[src/rtl/imem_loader_pkg.sv]
// rtl/imem_loader_pkg.sv - shared state encoding and frame constants for the instruction-memory loader
// Contents:
//   state_t       loader FSM states, IDLE..ERR
//   SYNC_BYTE     frame start marker
//   takes_bytes() 1 for the states in which a stream byte may be accepted
package imem_loader_pkg;

  typedef enum logic [3:0] {
    ST_IDLE,
    ST_SYNC,
    ST_LEN_LO,
    ST_LEN_HI,
    ST_DATA,
    ST_WRITE,
    ST_CHK,
    ST_DONE,
    ST_ERR
  } state_t;

  localparam logic [7:0] SYNC_BYTE = 8'hA5;

  function automatic logic takes_bytes(input state_t s);
    return (s == ST_SYNC) || (s == ST_LEN_LO) || (s == ST_LEN_HI) ||
           (s == ST_DATA) || (s == ST_CHK);
  endfunction

endpackage

[src/rtl/imem_word_packer.sv]
// rtl/imem_word_packer.sv - packs a byte stream into 32-bit little-endian words
// Ports:
//   clk, rst         clock, asynchronous active-high reset
//   clear            restart packing at lane 0 (wins over byte_en)
//   byte_en          byte_in is consumed this cycle
//   byte_in[7:0]     incoming byte, stored into the current lane
//   word_full        1 while the byte completing a word is being consumed
//   word[31:0]       packed word, including the byte being consumed this cycle
module imem_word_packer
  import imem_loader_pkg::*;
(
  input  logic        clk,
  input  logic        rst,
  input  logic        clear,
  input  logic        byte_en,
  input  logic [7:0]  byte_in,
  output logic        word_full,
  output logic [31:0] word
);

  logic [1:0]  byte_idx_q, byte_idx_d;
  logic [31:0] lanes_q, lanes_d;

  always_comb begin
    byte_idx_d = byte_idx_q;
    lanes_d    = lanes_q;
    if (clear) begin
      byte_idx_d = '0;
      lanes_d    = '0;
    end else if (byte_en) begin
      lanes_d[{byte_idx_q, 3'b000} +: 8] = byte_in;
      byte_idx_d = byte_idx_q + 2'd1;
    end
  end

  // Word is presented combinationally so the loader can register it on the
  // same edge that accepts the last byte, giving a one-cycle write latency.
  assign word_full = byte_en && !clear && (byte_idx_q == 2'd3);
  assign word      = lanes_d;

  always_ff @(posedge clk or posedge rst) begin
    if (rst) begin
      byte_idx_q <= '0;
      lanes_q    <= '0;
    end else begin
      byte_idx_q <= byte_idx_d;
      lanes_q    <= lanes_d;
    end
  end

endmodule

[src/rtl/imem_loader.sv]
// rtl/imem_loader.sv - framed byte-stream loader that writes InstructionMemory and holds the CPU until verified
// Ports:
//   clk, reset            clock, asynchronous active-high reset
//   start                 begin a load (honoured in IDLE, DONE, ERR)
//   byte_valid/byte_data  stream byte offered by the source
//   byte_ready            byte accepted this cycle when byte_valid is also high
//   im_we/im_addr/im_wdata instruction-memory write port, byte address = word_index*4
//   cpu_hold              1 holds the CPU (pc and register file) in reset
//   done / error          image verified / length or checksum failure
//   words_loaded          words written in the current load
// Frame: A5 | LEN lo | LEN hi | 4*N data bytes, LSB first | CHK (XOR of LEN and data bytes)
module imem_loader
  import imem_loader_pkg::*;
#(
  parameter int unsigned TAM   = 1023,
  parameter int unsigned LEN_W = 16
) (
  input  logic             clk,
  input  logic             reset,
  input  logic             start,
  input  logic             byte_valid,
  input  logic [7:0]       byte_data,
  output logic             byte_ready,
  output logic             im_we,
  output logic [31:0]      im_addr,
  output logic [31:0]      im_wdata,
  output logic             cpu_hold,
  output logic             done,
  output logic             error,
  output logic [LEN_W-1:0] words_loaded
);

  state_t             state_q, state_d;
  logic [LEN_W-1:0]   len_q, len_d;
  logic [LEN_W-1:0]   wl_q, wl_d;
  logic [7:0]         chk_q, chk_d;
  logic [31:0]        im_addr_q, im_addr_d;
  logic [31:0]        im_wdata_q, im_wdata_d;

  logic               xfer;
  logic               pack_clear;
  logic               pack_en;
  logic               word_full;
  logic [31:0]        pack_word;

  imem_word_packer u_packer (
    .clk       (clk),
    .rst       (reset),
    .clear     (pack_clear),
    .byte_en   (pack_en),
    .byte_in   (byte_data),
    .word_full (word_full),
    .word      (pack_word)
  );

  assign byte_ready = takes_bytes(state_q);
  assign xfer       = byte_valid && byte_ready;

  always_comb begin
    state_d    = state_q;
    len_d      = len_q;
    wl_d       = wl_q;
    chk_d      = chk_q;
    im_addr_d  = im_addr_q;
    im_wdata_d = im_wdata_q;
    pack_clear = 1'b0;
    pack_en    = 1'b0;

    case (state_q)
      ST_IDLE, ST_DONE, ST_ERR: begin
        if (start) begin
          state_d    = ST_SYNC;
          len_d      = '0;
          wl_d       = '0;
          chk_d      = '0;
          pack_clear = 1'b1;
        end
      end

      ST_SYNC: begin
        if (xfer && (byte_data == SYNC_BYTE)) state_d = ST_LEN_LO;
      end

      ST_LEN_LO: begin
        if (xfer) begin
          len_d[7:0] = byte_data;
          chk_d      = chk_q ^ byte_data;
          state_d    = ST_LEN_HI;
        end
      end

      ST_LEN_HI: begin
        if (xfer) begin
          len_d[15:8] = byte_data;
          chk_d       = chk_q ^ byte_data;
          pack_clear  = 1'b1;
          if ({{(32-LEN_W){1'b0}}, len_d} > TAM + 1) state_d = ST_ERR;
          else if (len_d == '0)                      state_d = ST_CHK;
          else                                       state_d = ST_DATA;
        end
      end

      ST_DATA: begin
        if (xfer) begin
          pack_en = 1'b1;
          chk_d   = chk_q ^ byte_data;
          if (word_full) begin
            // Address and data are captured here and held until the next word.
            im_addr_d  = {{(30-LEN_W){1'b0}}, wl_q, 2'b00};
            im_wdata_d = pack_word;
            state_d    = ST_WRITE;
          end
        end
      end

      ST_WRITE: begin
        wl_d    = wl_q + 1'b1;
        state_d = (wl_d == len_q) ? ST_CHK : ST_DATA;
      end

      ST_CHK: begin
        if (xfer) state_d = (byte_data == chk_q) ? ST_DONE : ST_ERR;
      end

      default: state_d = ST_IDLE;
    endcase
  end

  always_ff @(posedge clk or posedge reset) begin
    if (reset) begin
      state_q    <= ST_IDLE;
      len_q      <= '0;
      wl_q       <= '0;
      chk_q      <= '0;
      im_addr_q  <= '0;
      im_wdata_q <= '0;
    end else begin
      state_q    <= state_d;
      len_q      <= len_d;
      wl_q       <= wl_d;
      chk_q      <= chk_d;
      im_addr_q  <= im_addr_d;
      im_wdata_q <= im_wdata_d;
    end
  end

  // Status outputs decode straight from the state register, so the hold
  // reasserts on the same edge that a restart leaves DONE.
  assign im_we        = (state_q == ST_WRITE);
  assign im_addr      = im_addr_q;
  assign im_wdata     = im_wdata_q;
  assign done         = (state_q == ST_DONE);
  assign error        = (state_q == ST_ERR);
  assign cpu_hold     = (state_q != ST_DONE);
  assign words_loaded = wl_q;

endmodule
[config.mk]
export PLATFORM = sky130hd
export DESIGN_NAME = imem_loader
export DESIGN_NICKNAME = d
export VERILOG_FILES = /design/src/rtl/imem_loader_pkg.sv /design/src/rtl/imem_word_packer.sv /design/src/rtl/imem_loader.sv
export SDC_FILE = /design/constraint.sdc
export NUM_CORES = 1
export LEC_CHECK = 0
export CAP_MARGIN = 20
export CORE_MARGIN = 2
export CORE_UTILIZATION = 58
export CTS_CLUSTER_SIZE = 14
export DETAILED_ROUTE_END_ITERATION = 12
export PLACE_DENSITY_LB_ADDON = 0.05
export RECOVER_POWER = 25
export SYNTH_ARGS = -nofsm -noshare
export SYNTH_HDL_FRONTEND = slang
export SYNTH_SLANG_ARGS = --single-unit
export TNS_END_PERCENT = 1
[constraint.sdc]
create_clock -name clk -period 12.2 [get_ports clk]
set_input_delay 2.44 -clock clk [delete_from_list [all_inputs] [get_ports clk]]
set_output_delay 2.44 -clock clk [all_outputs]
set_load 0.02 [all_outputs]
* After elaboration in Yosys (flattened, before gate mapping)
Cells that the tools add are included.
** Cells by class
- $add $sub $neg :: 3
- $lt $le $gt $ge :: 1
- Equality and inequality tests :: 21
- Shift operators :: 2
- Muxes and demuxes :: 29
- Bitwise gates (word level) :: 1
- Reductions and logical operators :: 24
** Operator list (number)
- 32-bit 2-to-1 mux :: 2
- 8-bit one-hot mux with 2 select lines :: 3
- 4-bit 2-to-1 mux :: 9
- 32-bit bitwise mux :: 1
- 16-bit one-hot mux with 2 select lines :: 1
- 8-bit by 7-bit variable shift with 32-bit output (first input constant) :: 1
- 8-bit by 7-bit variable part select with 32-bit output :: 1
- 4-bit one-hot mux with 7 select lines :: 1
- 8-bit 2-to-1 mux :: 3
- 16-bit by 1-bit adder with 16-bit output (second input constant) :: 1
- 16-bit == test :: 1
- 4-bit by 3-bit == test with 1-bit output (second input constant) :: 4
- 16-bit by 11-bit greater-than comparator with 1-bit output (second input constant) :: 1
- 16-bit zero test :: 1
- 16-bit 2-to-1 mux :: 1
- 3-bit AND reduction :: 4
- 2-bit inequality test (second input constant) :: 5
- 2-bit nonzero test :: 5
- 4-bit by 2-bit == test with 1-bit output (second input constant) :: 2
- 8-bit == test :: 1
- 8-bit == test (second input constant) :: 1
- 2-bit 2-to-1 mux :: 4
- 8-bit XOR :: 1
- 5-bit negation with 7-bit output :: 1
- 15 further kinds :: 26
** Word-level totals
- Bits in registers :: 126
- Output and inout bits :: 85
- Word-level logic and storage cells :: 90

* Logic depth before layout (Yosys ltp)
Gate-level depths: netlist of run 1.
- Word-level depth :: 14
- Gate-level depth with buffers :: 8
- Gate-level depth less buffers :: 7

* By module
Synthesis of run 1 repeated with hierarchy kept, for this count alone.
** Second synthesis, totals
- Cell total of the unflattened synthesis :: 625
- Area, all modules :: 6366.1 µm²
** By module, submodules not included
- imem_loader :: instances 1, cells each 477, area an instance 4833.4 µm², sequential area each 2302.2 µm²
- imem_word_packer :: instances 1, cells each 148, area an instance 1532.7 µm², sequential area each 850.8 µm²

* Worst setup path before layout of run 1
Ideal clock, no wire load.
- Path type :: input port to flip-flop
- From :: input byte_data[3]
- To :: register state_q[1]
- Library setup time :: 95 ps
- Arrival :: 3825 ps
- Required time :: 12105 ps
- Path slack :: 8280 ps
- Stages :: 6
- Path buffers :: 0
- Cell sequence :: or3_1 > or3_1 > or4_1 > o32ai_1 > a32oi_1 > o31ai_1
** On the way
- Word-level cells in the longest chain between the ends :: 5
** RTL lines
- start: declaration :: line imem_loader.sv:22 : input logic [7:0] byte_data,
- parallel branches: the longest is 5 deep, another holds 16-bit by 11-bit greater-than comparator with 1-bit output
- end signal: assignment :: line imem_loader.sv:138 : state_q <= state_d;
- end: declaration :: line imem_loader.sv:33 : state_t state_q, state_d;
Several ways; the timed one is not identified. The select of a mux whose other input is x is not followed.
A chain may end at the register's enable or synchronous reset.

==> results of run 1 <==
cell usage in the layout, fill, tap and decap left out, types with 3 or more instances in the layout:
master	Yosys	layout
sky130_fd_sc_hd__a21oi_1	35	35
sky130_fd_sc_hd__inv_1	8	7
sky130_fd_sc_hd__clkinvlp_4	0	4
sky130_fd_sc_hd__or3_1	5	5
sky130_fd_sc_hd__nand3_1	8	8
sky130_fd_sc_hd__a31oi_1	5	5
sky130_fd_sc_hd__ha_1	6	6
sky130_fd_sc_hd__o31ai_1	11	10
sky130_fd_sc_hd__bufinv_16	0	6
sky130_fd_sc_hd__mux2_2	18	18
sky130_fd_sc_hd__conb_1	1	16
sky130_fd_sc_hd__and3_1	5	5
sky130_fd_sc_hd__nor4_4	3	3
sky130_fd_sc_hd__xnor2_1	21	21
sky130_fd_sc_hd__xor2_1	9	9
sky130_fd_sc_hd__clkbuf_1	23	4
sky130_fd_sc_hd__nand2b_1	12	12
sky130_fd_sc_hd__clkdlybuf4s50_1	0	78
sky130_fd_sc_hd__nand4_1	7	7
sky130_fd_sc_hd__o21ai_0	73	73
sky130_fd_sc_hd__nand2_1	101	101
sky130_fd_sc_hd__nor3b_1	4	4
sky130_fd_sc_hd__nor4_1	4	4
sky130_fd_sc_hd__nor2_1	72	72
sky130_fd_sc_hd__clkbuf_16	0	16
sky130_fd_sc_hd__dfrtp_1	118	118
sky130_fd_sc_hd__a22o_1	18	18
sky130_fd_sc_hd__nor2b_1	5	5
kinds of logic (layout without fill, tap and decap cells):
family / count (synthesis) / in the layout / share of synthesized area
simple gates: 244 / 244 / 0.197
flops: 118 / 118 / 0.488
other cells: 1 / 16 / 0.000620
xor+xnor: 30 / 30 / 0.0434
fa+ha+maj: 6 / 6 / 0.0124
compound gates: 163 / 163 / 0.163
mux: 20 / 20 / 0.0368
buf+inv: 70 / 124 / 0.0585
area by class of cell:
cell class | instances | share of cell area
Inverter | 9 | 0.00471
Clock buffer | 20 | 0.0585
Multi-Input combinational cell | 479 | 0.377
Tap cell | 136 | 0.0229
Timing Repair Buffer | 83 | 0.110
Clock inverter | 12 | 0.0301
Sequential cell | 118 | 0.397
cell usage after synthesis (5+ instances only):
| cell type | count |
|---|---|
| sky130_fd_sc_hd__nor2_1 | 72 |
| sky130_fd_sc_hd__a21oi_1 | 35 |
| sky130_fd_sc_hd__inv_1 | 8 |
| sky130_fd_sc_hd__buf_4 | 18 |
| sky130_fd_sc_hd__clkbuf_1 | 23 |
| sky130_fd_sc_hd__o21ai_0 | 73 |
| sky130_fd_sc_hd__buf_2 | 19 |
| sky130_fd_sc_hd__mux2_2 | 18 |
| sky130_fd_sc_hd__nand3_1 | 8 |
| sky130_fd_sc_hd__or3_1 | 5 |
| sky130_fd_sc_hd__dfrtp_1 | 118 |
| sky130_fd_sc_hd__xor2_1 | 9 |
| sky130_fd_sc_hd__nor2b_1 | 5 |
| sky130_fd_sc_hd__nand4_1 | 7 |
| sky130_fd_sc_hd__a22o_1 | 18 |
| sky130_fd_sc_hd__o31ai_1 | 11 |
| sky130_fd_sc_hd__a31oi_1 | 5 |
| sky130_fd_sc_hd__nand2_1 | 101 |
| sky130_fd_sc_hd__xnor2_1 | 21 |
| sky130_fd_sc_hd__and3_1 | 5 |
| sky130_fd_sc_hd__nand2b_1 | 12 |
| sky130_fd_sc_hd__ha_1 | 6 |
sequential cells by signal (all words and copies together), names as in the netlist:
name,cells
u_packer.byte_idx_q,2
words_loaded,16
im_addr,16
state_q,4
u_packer.lanes_q,24
len_q,16
im_wdata,32
chk_q,8
critical path, delay by kind of cell:
kind	cells	cell delay, ns
buffers and inverters	3	4.39
metal layers:
layer	global-route usage	share of wire	wire length [um]	up-vias
met5	0	0	0	-
met4	0.105	0.020	290	0
met1	0.360	0.44	6270	2373
li1	-	-	-	2334
met2	0.447	0.49	6990	168
met3	0.0527	0.050	711	26
path summary, 6_finish.rpt:
| kind | from | endpoint | slack [ns] |
|---|---|---|---|
| worst max-delay path | reset | len_q[15]$_DFFE_PP0P_ | 5.06 |
| worst min-delay path | im_wdata[19]$_DFFE_PP0P_ | im_wdata[19]$_DFFE_PP0P_ | 0.48 |
| worst max register to register | state_q[2]$_DFFE_PP0P_ | state_q[1]$_DFFE_PP0P_ | 9.14 |
| worst min register to register | im_wdata[19]$_DFFE_PP0P_ | im_wdata[19]$_DFFE_PP0P_ | 0.48 |
| max in group clk | state_q[2]$_DFFE_PP0P_ | im_we | 6.47 |
| min in group asynchronous | reset | im_wdata[0]$_DFFE_PP0P_ | 2.91 |
where the power goes:
group          leakage, nW  total [mW]  switching [mW]  internal, mW
clock                0.308       0.553           0.175         0.378
combinational         1.30       0.273           0.163         0.110
sequential            1.63       0.485          0.0547         0.430
total                 3.24        1.31           0.393         0.918
==> flow_metrics.py, run 1 <==
metrics = {
    "sta": {
        "final.min_clock_period_ns": 7.14,
        "worst_slack_ns": 5.06,
        "hold_slack_ns": 0.480,
        "setup_tns_ns": 0,
        "timing.final.crit_share": 0.585,
        "total_of_endpoints_with_negative_setup_slack_in_the_final_report": 0,
        "achievable-frequency_mhz": 140,
        "worst_slew_margin_relative_to_its_limit": -1.47,
        "timing_max_transition_violations_final": 121,
        "setup_repair_after_global_routing_missed_its_margin": "false",
        "finalHoldViolCount": 0,
        "final.setup_skew_ns": 0.0117,
        "worst-slew-pin-transition_ns": 3.70,
    },
    "die": {
        "design.die.area_mm2": 0.0113,
        "fp.dieW_um": 106,
        "io_pins": 97,
        "fp.dieH_um": 106,
        "initial_core_util": 0.591,
        "row_cnt": 37,
        "floorplan.core_area_mm2": 0.0102,
    },
    "grt": {
        "grt_max_degree": 71,
        "antenna_found_initial": 0,
        "number_of_global_route_vias_before_repair": 4818,
        "remaining_global_route_overflow": 0,
        "grt_first_pass_wirelength_um": 24100,
        "grt_use_total": 0.273,
    },
    "pwr": {
        "total_power_after_layout_mw": 1.31,
        "vdd_drop_max_v": 0.000108,
        "power_density_mw_per_mm2": 176,
        "total_leakage_power_nw": 3.24,
    },
    "layout": {
        "antenna_cells": 0,
        "final_std_cell_area_no_fill_mm2": 0.00744,
        "drive_gt1_frac": 0.0832,
        "final_cell_count_no_fill": 857,
        "final_util": 0.727,
        "multiInputGateArea_mm2": 0.00281,
        "final_nets": 726,
        "fillers": 808,
        "regArea_mm2": 0.00295,
        "layout-area-overhead-vs-synth_pct": 22.9,
    },
    "clock_network": {
        "cts_root_buffer": "sky130_fd_sc_hd__clkbuf_8",
        "cts_buffers": 17,
        "cts_max_path_buffers": 2,
        "cts-htree-levels": 4,
        "postCtsSetupRepairBufs": 0,
        "clk_pin_slew_ns": 0.06,
        "ctsResizeCount": 0,
        "tritoncts": "yes",
        "hold_buffers": 0,
        "worst_skew_pair.late_latency_ns": 0.52,
        "clock_sink_count": 118,
    },
    "critical_path": {
        "worst-endpoint-required_ns": 11.97,
        "ff2ff_path_depth": 6,
        "timing.critical_path.slowest_cell_delay_ns": 2.67,
        "crit_path_max_fanout": 70,
        "critical-path-slowest-cell": "sky130_fd_sc_hd__clkbuf_1",
        "arrival_ns": 6.92,
        "cp_cell_sequence": "dlygate4sd3_1 > clkinvlp_2 > clkbuf_1",
        "timing.setup.critical_path_class": "in -> async",
        "timing.critical_path.to_type": "asynchronous set/reset pin",
        "timing.critical_path.from_type": "primary input",
    },
    "placement": {
        "place_worst_setup_slack_ns": 7.04,
        "placement.cell_area_mm2": 0.00679,
        "placed_cells": 825,
        "buffer_ports.inserted": 80,
        "last_weighted_congestion_value_of_the_routability_driven_placer": 0.916,
        "place_hpwl_um": 9170,
    },
    "route": {
        "postRouteAntennaNets": 0,
        "routed_wire_length_per_instance_um": 16.6,
        "vias": 4901,
        "number_of_violations_reported_at_the_end_of_detailed_routing_iteration_0": 250,
        "drt_pre_antenna_iters": 4,
        "routed_via_density": 5.72,
        "drt_wl_total_um": 14300,
        "post-route-drc-count": 0,
    },
    "run_status": {
        "run_status": "finished, violations left",
        "failing_checks": "max-capacitance violations, max-slew violations",
    },
    "flow_run": {
        "maxCapViolations": 2,
    },
    "logic_synthesis": {
        "yosysUniqueCellTypes": 59,
        "synth_edf_count": 0,
        "syn-cell-area_mm2": 0.00605,
        "async_reset_ff_frac": 1.00,
        "synth_top_area_cell": "sky130_fd_sc_hd__dfrtp_1",
        "synth.top_cell.area_share": 0.488,
        "count_of_yosys_warnings_during_synthesis": 0,
        "yosys-top-cells-area": "sky130_fd_sc_hd__dfrtp_1, sky130_fd_sc_hd__nand2_1, sky130_fd_sc_hd__o21ai_0",
        "post_synth.cell_area_avg_um2": 9.28,
        "ys_seq_elements": 118,
        "post_synth_inst_count": 652,
        "synth-main-ff-cell": "sky130_fd_sc_hd__dfrtp_1",
        "synth-seq-area-share": 0.488,
    },
    "worst_hold_path": {
        "hold_class": "reg -> reg",
        "min_delay_path_depth": 2,
    },
}
(Power assumes the default switching activity.)
==> inputs of run 2 (changes only) <==
- CORE_UTILIZATION: 58 -> 49
- clock period: 12.2 -> 6.1 ns (I/O delays scaled with it)
==> flow_metrics.py, run 2 (synthesis gave the netlist of run 1 again) <==
metrics = {
    "clock_network": {
        "cts_buffers": 17,
        "clock_sink_count": 118,
        "clk_pin_slew_ns": 0.05,
        "cts_root_buffer": "sky130_fd_sc_hd__clkbuf_16",
        "tritoncts": "yes",
        "ctsResizeCount": 0,
        "cts_max_path_buffers": 2,
        "cts-htree-levels": 4,
        "hold_buffers": 0,
        "postCtsSetupRepairBufs": 0,
        "worst_skew_pair.late_latency_ns": 0.41,
    },
    "die": {
        "fp.dieH_um": 115,
        "row_cnt": 40,
        "floorplan.core_area_mm2": 0.0120,
        "fp.dieW_um": 115,
        "initial_core_util": 0.504,
        "design.die.area_mm2": 0.0133,
        "io_pins": 97,
    },
    "route": {
        "routed_via_density": 5.59,
        "wirelength_met1_um": 6550,
        "routed.top_layer": "met4",
        "routed_wire_length_per_instance_um": 16.5,
        "drt_wl_total_um": 14300,
        "number_of_violations_reported_at_the_end_of_detailed_routing_iteration_0": 258,
        "drt_pre_antenna_iters": 5,
        "met3WireLength_um": 575,
        "post-route-drc-count": 0,
        "vias": 4855,
        "route.met2.wl_um": 6880,
        "postRouteAntennaNets": 0,
    },
    "grt": {
        "grt_max_degree": 73,
        "number_of_global_route_vias_before_repair": 4739,
        "grt_use_total": 0.232,
        "grt_first_pass_wirelength_um": 23900,
        "antenna_found_initial": 0,
        "remaining_global_route_overflow": 0,
    },
    "critical_path": {
        "arrival_ns": 4.33,
        "critical_path.top_delay_family": "buffers and inverters",
        "worst_r2r_startpoint": "state_q[2]$_DFFE_PP0P_",
        "timing.setup.critical_path_class": "in -> async",
        "critical-path-slowest-cell": "sky130_fd_sc_hd__clkinvlp_2",
        "crit_path_start": "reset",
        "timing.critical_path.buf_inv": 3,
        "worstReg2RegEnd": "im_wdata[24]$_DFFE_PP0P_",
        "crit_cells": 3,
        "worst-endpoint-required_ns": 6.60,
        "ff2ff_path_depth": 6,
        "critical_path.endpoint": "u_packer.lanes_q[17]$_DFF_PP0_",
        "ff2ff_setup_slack_ns": 3.10,
        "timing.critical_path.to_type": "asynchronous set/reset pin",
        "crit_path_max_fanout": 72,
        "timing.critical_path.slowest_cell_delay_ns": 1.81,
        "cp_cell_sequence": "dlygate4sd3_1 > clkinvlp_2 > buf_4",
        "timing.critical_path.from_type": "primary input",
    },
    "flow_run": {
        "maxCapViolations": 1,
    },
    "sta": {
        "timing.final.crit_share": 0.628,
        "timing_max_transition_violations_final": 73,
        "final.min_clock_period_ns": 3.83,
        "worst_slew_margin_relative_to_its_limit": -1.15,
        "setup_tns_ns": 0,
        "achievable-frequency_mhz": 261,
        "finalHoldViolCount": 0,
        "total_of_endpoints_with_negative_setup_slack_in_the_final_report": 0,
        "worst-slew-pin-transition_ns": 3.20,
        "final.setup_skew_ns": 0.00580,
        "setup_repair_after_global_routing_missed_its_margin": "false",
    },
    "run_status": {
        "run_status": "finished, violations left",
        "failing_checks": "max-capacitance violations, max-slew violations",
    },
    "layout": {
        "layout.cells.most_common_list": "sky130_fd_sc_hd__dfrtp_1, sky130_fd_sc_hd__nand2_1, sky130_fd_sc_hd__clkdlybuf4s50_1",
        "final_cell_count_no_fill": 868,
        "layout_commonest_cell": "sky130_fd_sc_hd__dfrtp_1",
        "largest_register_ff_count": 32,
        "final_util": 0.616,
        "drive_gt1_frac": 0.0902,
        "layout-area-overhead-vs-synth_pct": 22.2,
        "antenna_cells": 0,
        "final_nets": 727,
    },
    "placement": {
        "placed_cells": 837,
        "buffer_ports.inserted": 80,
        "last_weighted_congestion_value_of_the_routability_driven_placer": 0.868,
        "place_hpwl_um": 9760,
    },
    "pwr": {
        "vdd_drop_max_v": 0.000219,
        "total_leakage_power_nw": 3.26,
        "power_density_mw_per_mm2": 338,
        "total_power_after_layout_mw": 2.50,
    },
    "worst_hold_path": {
        "hold_class": "reg -> reg",
    },
}
## run 2: cell types whose count changed in the layout (fill, tap and decap cells not counted)
| cell | before | now |
|---|---|---|
| sky130_fd_sc_hd__clkinv_2 | 1 | 7 |
| sky130_fd_sc_hd__buf_4 | 1 | 4 |
| sky130_fd_sc_hd__nand2_1 | 101 | 100 |
| sky130_fd_sc_hd__bufinv_16 | 6 | 2 |
| sky130_fd_sc_hd__clkbuf_16 | 16 | 17 |
| sky130_fd_sc_hd__clkbuf_8 | 2 | 4 |
| sky130_fd_sc_hd__dlygate4sd3_1 | 2 | 6 |
| sky130_fd_sc_hd__clkbuf_1 | 4 | 0 |
| sky130_fd_sc_hd__clkdlybuf4s50_1 | 78 | 74 |
| sky130_fd_sc_hd__nand2_2 | 0 | 1 |
| sky130_fd_sc_hd__clkinvlp_4 | 4 | 1 |
| sky130_fd_sc_hd__inv_6 | 1 | 0 |
## run 2: worst reg2reg max path, stage by stage (launching register included)
cell	delay (ns)
sky130_fd_sc_hd__dfrtp_1	0.78
sky130_fd_sc_hd__and2b_1	0.30
sky130_fd_sc_hd__and3_1	0.37
sky130_fd_sc_hd__nand2_2	0.44
sky130_fd_sc_hd__buf_4	0.43
sky130_fd_sc_hd__nor4_4	0.41
sky130_fd_sc_hd__a22o_1	0.20
## run 2: power breakdown
part,internal [mW],leakage [nW],switching [mW]
Sequential,0.861,1.63,0.113
Clock,0.635,0.294,0.339
Combinational,0.222,1.33,0.326
Total,1.72,3.26,0.778
## run 2: per-layer routing
metal	vias up	GRT usage
met5	-	0
met4	0	0.0908
met3	23	0.0474
met2	125	0.364
met1	2365	0.317
li1	2342	-
## run 2: how the worst min path moves through the flow
stage / start / end / slack, ns / cells past startpoint
finish: im_wdata[18]$_DFFE_PP0P_ / im_wdata[18]$_DFFE_PP0P_ / 0.48 / 2
global route: im_addr[12]$_DFFE_PP0P_ / im_addr[12]$_DFFE_PP0P_ / 0.51 / 1
CTS: im_wdata[10]$_DFFE_PP0P_ / im_wdata[10]$_DFFE_PP0P_ / 0.49 / 2
detailed placement: im_wdata[9]$_DFFE_PP0P_ / im_wdata[9]$_DFFE_PP0P_ / 0.47 / 2
global placement: im_wdata[11]$_DFFE_PP0P_ / im_wdata[11]$_DFFE_PP0P_ / 0.47 / 2
floorplan: u_packer.lanes_q[14]$_DFF_PP0_ / u_packer.lanes_q[14]$_DFF_PP0_ / 0.47 / 2
## run 2: layout make-up
class | count | area [um^2]
clock buffers | 21 | 480
clock inverters | 10 | 103
fillers | 1058 | 4620
inverters | 9 | 35.0
multi-input cells | 479 | 2810
flip-flops and latches | 118 | 2950
well taps | 147 | 184
repair buffers | 84 | 831
## run 2: metrics by stage
step	hold WS (ns)	setup WS, ns	cell area [um^2]
after floorplan	0.467	1.75	6110
after global placement	0.470	2.43	6810
after detailed placement	0.474	2.30	6810
after CTS	0.492	2.32	7390
after global routing	0.510	1.69	7390
final	0.481	2.27	7390
